### config.mk
export PLATFORM = sky130hd
export DESIGN_NAME = y86_execute_pipe
export DESIGN_NICKNAME = d
export VERILOG_FILES = /design/src/rtl/y86_pkg.sv /design/src/rtl/y86_execute_pipe_cond.sv /design/src/rtl/y86_execute_pipe.sv
export SDC_FILE = /design/constraint.sdc
export NUM_CORES = 1
export LEC_CHECK = 0
export ABC_CLOCK_PERIOD_IN_PS = 4380
export BUFFER_PORTS_ARGS = -buffer_cell sky130_fd_sc_hd__buf_4
export CAP_MARGIN = 25
export CELL_PAD_IN_SITES_DETAIL_PLACEMENT = 0
export CELL_PAD_IN_SITES_GLOBAL_PLACEMENT = 1
export CORE_MARGIN = 1
export CORE_UTILIZATION = 31
export DETAILED_ROUTE_END_ITERATION = 10
export MAX_ROUTING_LAYER = met4
export PLACE_DENSITY_LB_ADDON = 0.1
export SYNTH_ARGS = -nofsm -noshare
export SYNTH_HDL_FRONTEND = slang
export SYNTH_HIERARCHICAL = 1
export SYNTH_SLANG_ARGS = --single-unit
### constraint.sdc
create_clock -name clk -period 4.38 [get_ports clk]
set_input_delay 0.219 -clock clk [delete_from_list [all_inputs] [get_ports clk]]
set_output_delay 0.219 -clock clk [all_outputs]
set_load 0.05 [all_outputs]
### src/rtl/y86_pkg.sv
// y86_pkg: shared Y86 encodings and the condition-code register type.
// Holds the icode constants, the OPq and condition ifun constants, REG_NONE and cc_t.
package y86_pkg;
    localparam logic [3:0] I_HALT   = 4'h0;
    localparam logic [3:0] I_NOP    = 4'h1;
    localparam logic [3:0] I_RRMOVQ = 4'h2;
    localparam logic [3:0] I_IRMOVQ = 4'h3;
    localparam logic [3:0] I_RMMOVQ = 4'h4;
    localparam logic [3:0] I_MRMOVQ = 4'h5;
    localparam logic [3:0] I_OPQ    = 4'h6;
    localparam logic [3:0] I_JXX    = 4'h7;
    localparam logic [3:0] I_CALL   = 4'h8;
    localparam logic [3:0] I_RET    = 4'h9;
    localparam logic [3:0] I_PUSHQ  = 4'hA;
    localparam logic [3:0] I_POPQ   = 4'hB;

    localparam logic [3:0] ALU_ADD = 4'h0;
    localparam logic [3:0] ALU_SUB = 4'h1;
    localparam logic [3:0] ALU_AND = 4'h2;
    localparam logic [3:0] ALU_XOR = 4'h3;
    localparam logic [3:0] ALU_MUL = 4'h4;

    localparam logic [3:0] C_ALWAYS = 4'h0;
    localparam logic [3:0] C_LE     = 4'h1;
    localparam logic [3:0] C_L      = 4'h2;
    localparam logic [3:0] C_E      = 4'h3;
    localparam logic [3:0] C_NE     = 4'h4;
    localparam logic [3:0] C_GE     = 4'h5;
    localparam logic [3:0] C_G      = 4'h6;

    localparam logic [3:0] REG_NONE = 4'hF;

    typedef struct packed {
        logic zf;
        logic sf;
        logic of;
    } cc_t;
endpackage

### src/rtl/y86_execute_pipe_cond.sv
// y86_cond_eval: combinational cmovXX/jXX condition evaluation.
// Ports: cc (condition codes), ifun (condition code) -> cnd (taken), bad (ifun not a legal condition).
module y86_cond_eval
    import y86_pkg::*;
(
    input  cc_t        cc,
    input  logic [3:0] ifun,
    output logic       cnd,
    output logic       bad
);
    logic lt;

    assign lt  = cc.sf ^ cc.of;
    assign bad = ifun > C_G;

    always_comb begin
        cnd = ifun == C_ALWAYS ? 1'b1 :
              ifun == C_LE     ? lt | cc.zf :
              ifun == C_L      ? lt :
              ifun == C_E      ? cc.zf :
              ifun == C_NE     ? !cc.zf :
              ifun == C_GE     ? !lt :
              ifun == C_G      ? !lt && !cc.zf : 1'b0;
    end
endmodule

### src/rtl/y86_execute_pipe.sv
// y86_execute_pipe: pipelined Y86 execute stage with CC register and registered E/M slot.
// Inputs: clk, rst_n (async, active low), in_valid/in_ready handshake with decoded fields
//   in_icode/in_ifun/in_valA/in_valB/in_valC/in_dstE/in_dstM, set_cc gate, out_ready back-pressure.
// Outputs: out_valid and the E/M slot (out_icode/out_valE/out_valA/out_dstE/out_dstM/out_cnd/out_ins_err),
//   plus the live CC register zf/sf/of.
// Optional: define Y86_EXE_MUL_EN to add an iterative shift-add mulq (OPq ifun 4, XLEN+1 cycle latency).
module y86_execute_pipe
    import y86_pkg::*;
#(
    parameter int XLEN       = 64,
    parameter int STACK_STEP = 8
) (
    input  logic            clk,
    input  logic            rst_n,
    input  logic            in_valid,
    output logic            in_ready,
    input  logic [3:0]      in_icode,
    input  logic [3:0]      in_ifun,
    input  logic [XLEN-1:0] in_valA,
    input  logic [XLEN-1:0] in_valB,
    input  logic [XLEN-1:0] in_valC,
    input  logic [3:0]      in_dstE,
    input  logic [3:0]      in_dstM,
    input  logic            set_cc,
    output logic            out_valid,
    input  logic            out_ready,
    output logic [3:0]      out_icode,
    output logic [XLEN-1:0] out_valE,
    output logic [XLEN-1:0] out_valA,
    output logic [3:0]      out_dstE,
    output logic [3:0]      out_dstM,
    output logic            out_cnd,
    output logic            out_ins_err,
    output logic            zf,
    output logic            sf,
    output logic            of
);
    localparam logic [0:0] IDLE = 1'b0;
    localparam logic [0:0] MUL  = 1'b1;
    localparam int         MSB  = XLEN - 1;

    cc_t             cc;
    logic [0:0]      state;
    logic            cnd_raw, cond_bad;
    logic            is_op, is_cond, is_mul, alu_ok, alu_of, ex_err;
    logic            slot_free, accept;
    logic [XLEN-1:0] alu_r, ex_valE;
    logic [3:0]      ex_dstE;
    cc_t             alu_cc;

    assign zf = cc.zf;
    assign sf = cc.sf;
    assign of = cc.of;

    assign slot_free = !out_valid || out_ready;
    assign in_ready  = (state == IDLE) && slot_free;
    assign accept    = in_valid && in_ready;

    // Conditions read the CC register as it stood before this edge, so an OPq is seen by the next instruction.
    y86_cond_eval u_cond (
        .cc  (cc),
        .ifun(in_ifun),
        .cnd (cnd_raw),
        .bad (cond_bad)
    );

    always_comb begin
        is_op   = in_icode == I_OPQ;
        is_cond = in_icode == I_RRMOVQ || in_icode == I_JXX;
`ifdef Y86_EXE_MUL_EN
        is_mul  = is_op && in_ifun == ALU_MUL;
`else
        is_mul  = 1'b0;
`endif
        alu_ok  = in_ifun <= ALU_XOR;
        alu_r   = in_ifun == ALU_ADD ? in_valB + in_valA :
                  in_ifun == ALU_SUB ? in_valB - in_valA :
                  in_ifun == ALU_AND ? in_valA & in_valB :
                  in_ifun == ALU_XOR ? in_valA ^ in_valB : '0;
        alu_of  = in_ifun == ALU_ADD ? (in_valA[MSB] == in_valB[MSB]) && (alu_r[MSB] != in_valA[MSB]) :
                  in_ifun == ALU_SUB ? (in_valA[MSB] != in_valB[MSB]) && (alu_r[MSB] != in_valB[MSB]) : 1'b0;
        alu_cc  = '{zf: alu_r == '0, sf: alu_r[MSB], of: alu_of};
        ex_err  = (is_op && !alu_ok && !is_mul) || (is_cond && cond_bad);
        ex_dstE = (in_icode == I_RRMOVQ && !cnd_raw) ? REG_NONE : in_dstE;
        ex_valE = in_icode == I_RRMOVQ                        ? in_valA :
                  in_icode == I_IRMOVQ                        ? in_valC :
                  (in_icode == I_RMMOVQ || in_icode == I_MRMOVQ) ? in_valB + in_valC :
                  (in_icode == I_CALL || in_icode == I_PUSHQ)    ? in_valB - XLEN'(STACK_STEP) :
                  (in_icode == I_RET || in_icode == I_POPQ)      ? in_valB + XLEN'(STACK_STEP) :
                  is_op                                          ? alu_r : '0;
    end

`ifdef Y86_EXE_MUL_EN
    localparam int CW = $clog2(XLEN + 1);

    logic [CW-1:0]   cnt;
    logic [XLEN-1:0] mcand, mplier, acc, m_valA, mul_step, mul_res;
    logic [3:0]      m_dstE, m_dstM;
    logic            m_set_cc, mul_done, mul_load;

    // cnt == XLEN marks a finished product parked until the slot frees.
    assign mul_step = mplier[0] ? mcand : '0;
    assign mul_res  = (cnt == CW'(XLEN)) ? acc : acc + mul_step;
    assign mul_done = (state == MUL) && (cnt >= CW'(XLEN - 1));
    assign mul_load = mul_done && slot_free;

    always_ff @(posedge clk or negedge rst_n) begin
        if (!rst_n) begin
            state    <= IDLE;
            cnt      <= '0;
            mcand    <= '0;
            mplier   <= '0;
            acc      <= '0;
            m_valA   <= '0;
            m_dstE   <= REG_NONE;
            m_dstM   <= REG_NONE;
            m_set_cc <= 1'b0;
        end else if (accept && is_mul) begin
            state    <= MUL;
            cnt      <= '0;
            mcand    <= in_valA;
            mplier   <= in_valB;
            acc      <= '0;
            m_valA   <= in_valA;
            m_dstE   <= in_dstE;
            m_dstM   <= in_dstM;
            m_set_cc <= set_cc;
        end else if (state == MUL) begin
            if (mul_load) begin
                state <= IDLE;
            end else if (cnt != CW'(XLEN)) begin
                acc    <= mul_res;
                mcand  <= mcand << 1;
                mplier <= mplier >> 1;
                cnt    <= cnt + 1'b1;
            end
        end
    end
`else
    assign state = IDLE;
`endif

    always_ff @(posedge clk or negedge rst_n) begin
        if (!rst_n) begin
            out_valid   <= 1'b0;
            out_icode   <= 4'h0;
            out_valE    <= '0;
            out_valA    <= '0;
            out_dstE    <= REG_NONE;
            out_dstM    <= REG_NONE;
            out_cnd     <= 1'b0;
            out_ins_err <= 1'b0;
            cc          <= '{zf: 1'b1, sf: 1'b0, of: 1'b0};
        end else if (accept && !is_mul) begin
            out_valid   <= 1'b1;
            out_icode   <= in_icode;
            out_valE    <= ex_valE;
            out_valA    <= in_valA;
            out_dstE    <= ex_dstE;
            out_dstM    <= in_dstM;
            out_cnd     <= is_cond && cnd_raw;
            out_ins_err <= ex_err;
            if (is_op && alu_ok && set_cc) cc <= alu_cc;
        end
`ifdef Y86_EXE_MUL_EN
        else if (mul_load) begin
            out_valid   <= 1'b1;
            out_icode   <= I_OPQ;
            out_valE    <= mul_res;
            out_valA    <= m_valA;
            out_dstE    <= m_dstE;
            out_dstM    <= m_dstM;
            out_cnd     <= 1'b0;
            out_ins_err <= 1'b0;
            if (m_set_cc) cc <= '{zf: mul_res == '0, sf: mul_res[MSB], of: 1'b0};
        end
`endif
        else if (out_ready) begin
            out_valid <= 1'b0;
        end
    end
endmodule

==> results.tsv <==
stage	metric	value	unit
outcome	status	finished clean	
place	port bufs	359	
clocking	# Post-CTS Setup Buffers	0	
floorplanning	Die H	282	µm
routing	DRT iter0 DRCs	2913	
sta	Final Setup Violations	0	
floorplanning	DIE AREA	79300	µm²
sta	Highest Clock Rate	245	MHz
synthesis	Synth async-reset ratio	100	%
sta	max-slew violations	0	
synthesis	Synth warnings	6	
min_path	Worst Hold Depth	3	
global_routing	vias in the first global route	29693	
routing	Routed WL per cell	28.8	µm
sta	actual slew at the worst max-slew pin	0.998	ns
floorplanning	I/O Pins	360	
routing	Antenna Nets Post-Route	0	
cells_and_area	number of fillers in the final layout	8443	
min_path	Hold/Removal Path Class	primary input to register	
sta	Final Critical Period	4.09	ns
cells_and_area	synthesis-to-finish area growth	31.5	%
critical_path	crit path kind	primary input to register	
cells_and_area	fin area	31900	µm²
synthesis	Syn Area/Cell	6.86	µm²
sta	final hold viol count	0	
critical_path	crit-path max FO	10	
clocking	Bufs on Longest Clock Path	2	
global_routing	GRT Residual Overflow	0	
synthesis	number of synthesized flops with an enable pin	0	
sta	final period utilization	93.3	%
synthesis	net count after synthesis	3940	
power_and_ir_drop	power per cell area	262	nW/µm²
run	# Max-Cap Violations	0	
global_routing	first-pass GRT wire length	213	mm
power_and_ir_drop	Max IR drop VDD	0.000322	V
floorplanning	initial core utilization	31.3	%
routing	Detailed Routing Iterations Pass 1	6	
routing	DRC Markers	0	
place	RePlAce Congestion	0.987	
clocking	Worst-path clk slew	0.09	ns
sta	RSZ-0062 raised after global routing	false	
sta	Slew HR	33.3	%
floorplanning	chip width	282	µm
min_path	Hold EP	out_valA[0]$_DFFE_PN0P_	
sta	Setup TNS	0	ns
critical_path	R2R depth	12	
global_routing	pin count of the biggest net entering global routing	148	
floorplanning	num rows	102	
clocking	CTS tree	built	
critical_path	Critical Path Source	in_valA[13]	
place	Post-Place Worst Slack	-0.335	ns
critical_path	worst r2r dst	zf$_DFFE_PN1P_	
routing	total vias in the final route	30783	
global_routing	initial antenna violation count	12	
clocking	clk sinks	146	
global_routing	GRT Total Usage	38.4	%
place	DP HPWL	124	mm
place	Area after DPL	31100	µm²
routing	vias per cell	5.87	
sta	hold slack	0.0296	ns
clocking	CTS Buf Count	17	
power_and_ir_drop	Leak	0.0142	µW
sta	skew final	0.0210	ns
critical_path	Critical Path RT	4.82	ns
power_and_ir_drop	final total power	8340	µW
synthesis	post-synthesis cell type count	110	
critical_path	RR Startpoint	out_valid$_DFFE_PN0P_	
critical_path	CP arrival	4.53	ns
clocking	CTS HTree Levels	4	
critical_path	reg2reg setup slack	1.00	ns
sta	worst setup margin	0.293	ns
cells_and_area	share of cells above drive strength 1	23.0	%
min_path	HP Start	in_valA[0]	
synthesis	Post-Syn Area	24200	µm²
critical_path	Worst setup SP type	primary input	
clocking	Skew-Pair Late Insertion Delay	0.51	ns
synthesis	number of synthesized register bits	146	
cells_and_area	NumNets Final	4589	
clocking	root buf cell	clkbuf_16	
synthesis	register area share after synthesis	15.1	%
routing	wirelength, routed	151	mm
synthesis	Synth Instances	3531	
critical_path	Crit. End Element	register	
synthesis	Post-synth top flop	dfrtp_1	
floorplanning	core area	77300	µm²
[cell families after synthesis]
kind of cell	Yosys count	synth area share (%)
AO/OA/AOI/OAI	1376	36.4
AND/OR/NAND/NOR	1199	23.5
buffers and inverters	388	6.38
adder cells (fa/ha/maj)	196	10.2
XOR/XNOR	193	6.98
flip-flops	146	15.1
multiplexers	33	1.44
[final cells by class]
type | count | area [µm²] | share of cell area [%]
sequential | 146 | 3660 | 11.5
inverter | 168 | 631 | 1.98
clock buffer | 20 | 437 | 1.37
timing repair buffer | 850 | 6530 | 20.5
tap | 1040 | 1300 | 4.09
antenna | 12 | 30.0 | 0.0943
multi-input combinational | 2997 | 19100 | 59.9
clock inverter | 12 | 183 | 0.573
[routing by layer]
layer | vias up | routed length, µm | GRT usage (%)
met2 | 1338 | 70200 | 61.9
met4 | 0 | 12700 | 27.3
li1 | 14343 | - | -
met5 | - | 0 | -
met1 | 14776 | 59400 | 44.1
met3 | 326 | 8820 | 4.90
[registers in the layout, indices dropped and copies added (netlist names)]
register     cells
of               1
out_cnd          1
out_dstE         4
out_dstM         4
out_icode        4
out_ins_err      1
out_valA        64
out_valE        64
out_valid        1
sf               1
zf               1
[synth_stat cells, drive strengths merged (41+ instances only)]
| master | n | area share (%) |
|---|---|---|
| a21oi | 394 | 8.2 |
| nand3 | 73 | 1.5 |
| inv | 163 | 2.5 |
| clkbuf | 166 | 2.6 |
| xnor2 | 119 | 4.3 |
| a221oi | 41 | 1.5 |
| dfrtp | 137 | 14 |
| nand2 | 463 | 7.2 |
| and3 | 44 | 1.2 |
| nor3 | 96 | 2.0 |
| a21o | 74 | 2.3 |
| o31ai | 49 | 1.5 |
| ha | 193 | 10 |
| buf | 54 | 1.2 |
| nand4 | 49 | 1.3 |
| a31oi | 44 | 1.2 |
| o211ai | 55 | 1.7 |
| o21ai | 373 | 7.8 |
| nor2 | 256 | 4.0 |
| nor4 | 47 | 1.4 |
| xor2 | 74 | 2.7 |
[timing repair]
item / in CTS / in global routing
hold endpoints to repair: 74 / 0
setup endpoints to repair: 0 / 2
hold buffers: 12 / 0
resized for setup: 0 / 3
[per-stage QoR]
stage	utilization (%)	instances
2_1_floorplan	-	3531
3_3_place_gp	40.2	5189
3_5_place_dp	40.2	5189
4_1_cts	41.1	5233
5_1_grt	41.2	5243
6_report	41.2	5245
[worst max-delay path by stage]
stage | slack (ns) | end
6_report | 0.29 | zf$_DFFE_PN1P_
3_3_place_gp | -0.32 | zf$_DFFE_PN1P_
2_1_floorplan | 0.91 | zf$_DFFE_PN1P_
4_1_cts | 0.19 | zf$_DFFE_PN1P_
5_1_grt | 0.03 | zf$_DFFE_PN1P_
3_5_place_dp | -0.34 | zf$_DFFE_PN1P_
[power breakdown]
part | internal, µW | leakage [µW] | switching, µW
sequential | 1540 | 0.00181 | 130
clock | 958 | 0.000296 | 779
combinational | 1730 | 0.0121 | 3190
[cells in the final DEF, fill, tap and decap left out, drive strengths merged, types with 96 or more instances in the layout]
master | netlist | routed
a21oi | 394 | 394
buf | 54 | 838
dfrtp | 137 | 137
ha | 193 | 193
inv | 163 | 164
nand2 | 463 | 463
nor2 | 256 | 256
nor3 | 96 | 96
o21ai | 373 | 373
xnor2 | 119 | 119
[critical path, cell delays in order]
cell and delay, ns:
buf_4 0.09, inv_1 0.05, ha_1 0.54, inv_1 0.15, a21oi_1 0.39, o31ai_1 0.19, a41oi_1 0.42, o211ai_1 0.25
a21oi_2 0.39, o221ai_2 0.24, a31o_2 0.30, a2111oi_2 0.50, nand4b_1 0.18, nor4b_2 0.38, nand4_1 0.13, o21ai_0 0.10
Note: power is estimated with default switching activity, not from simulation.
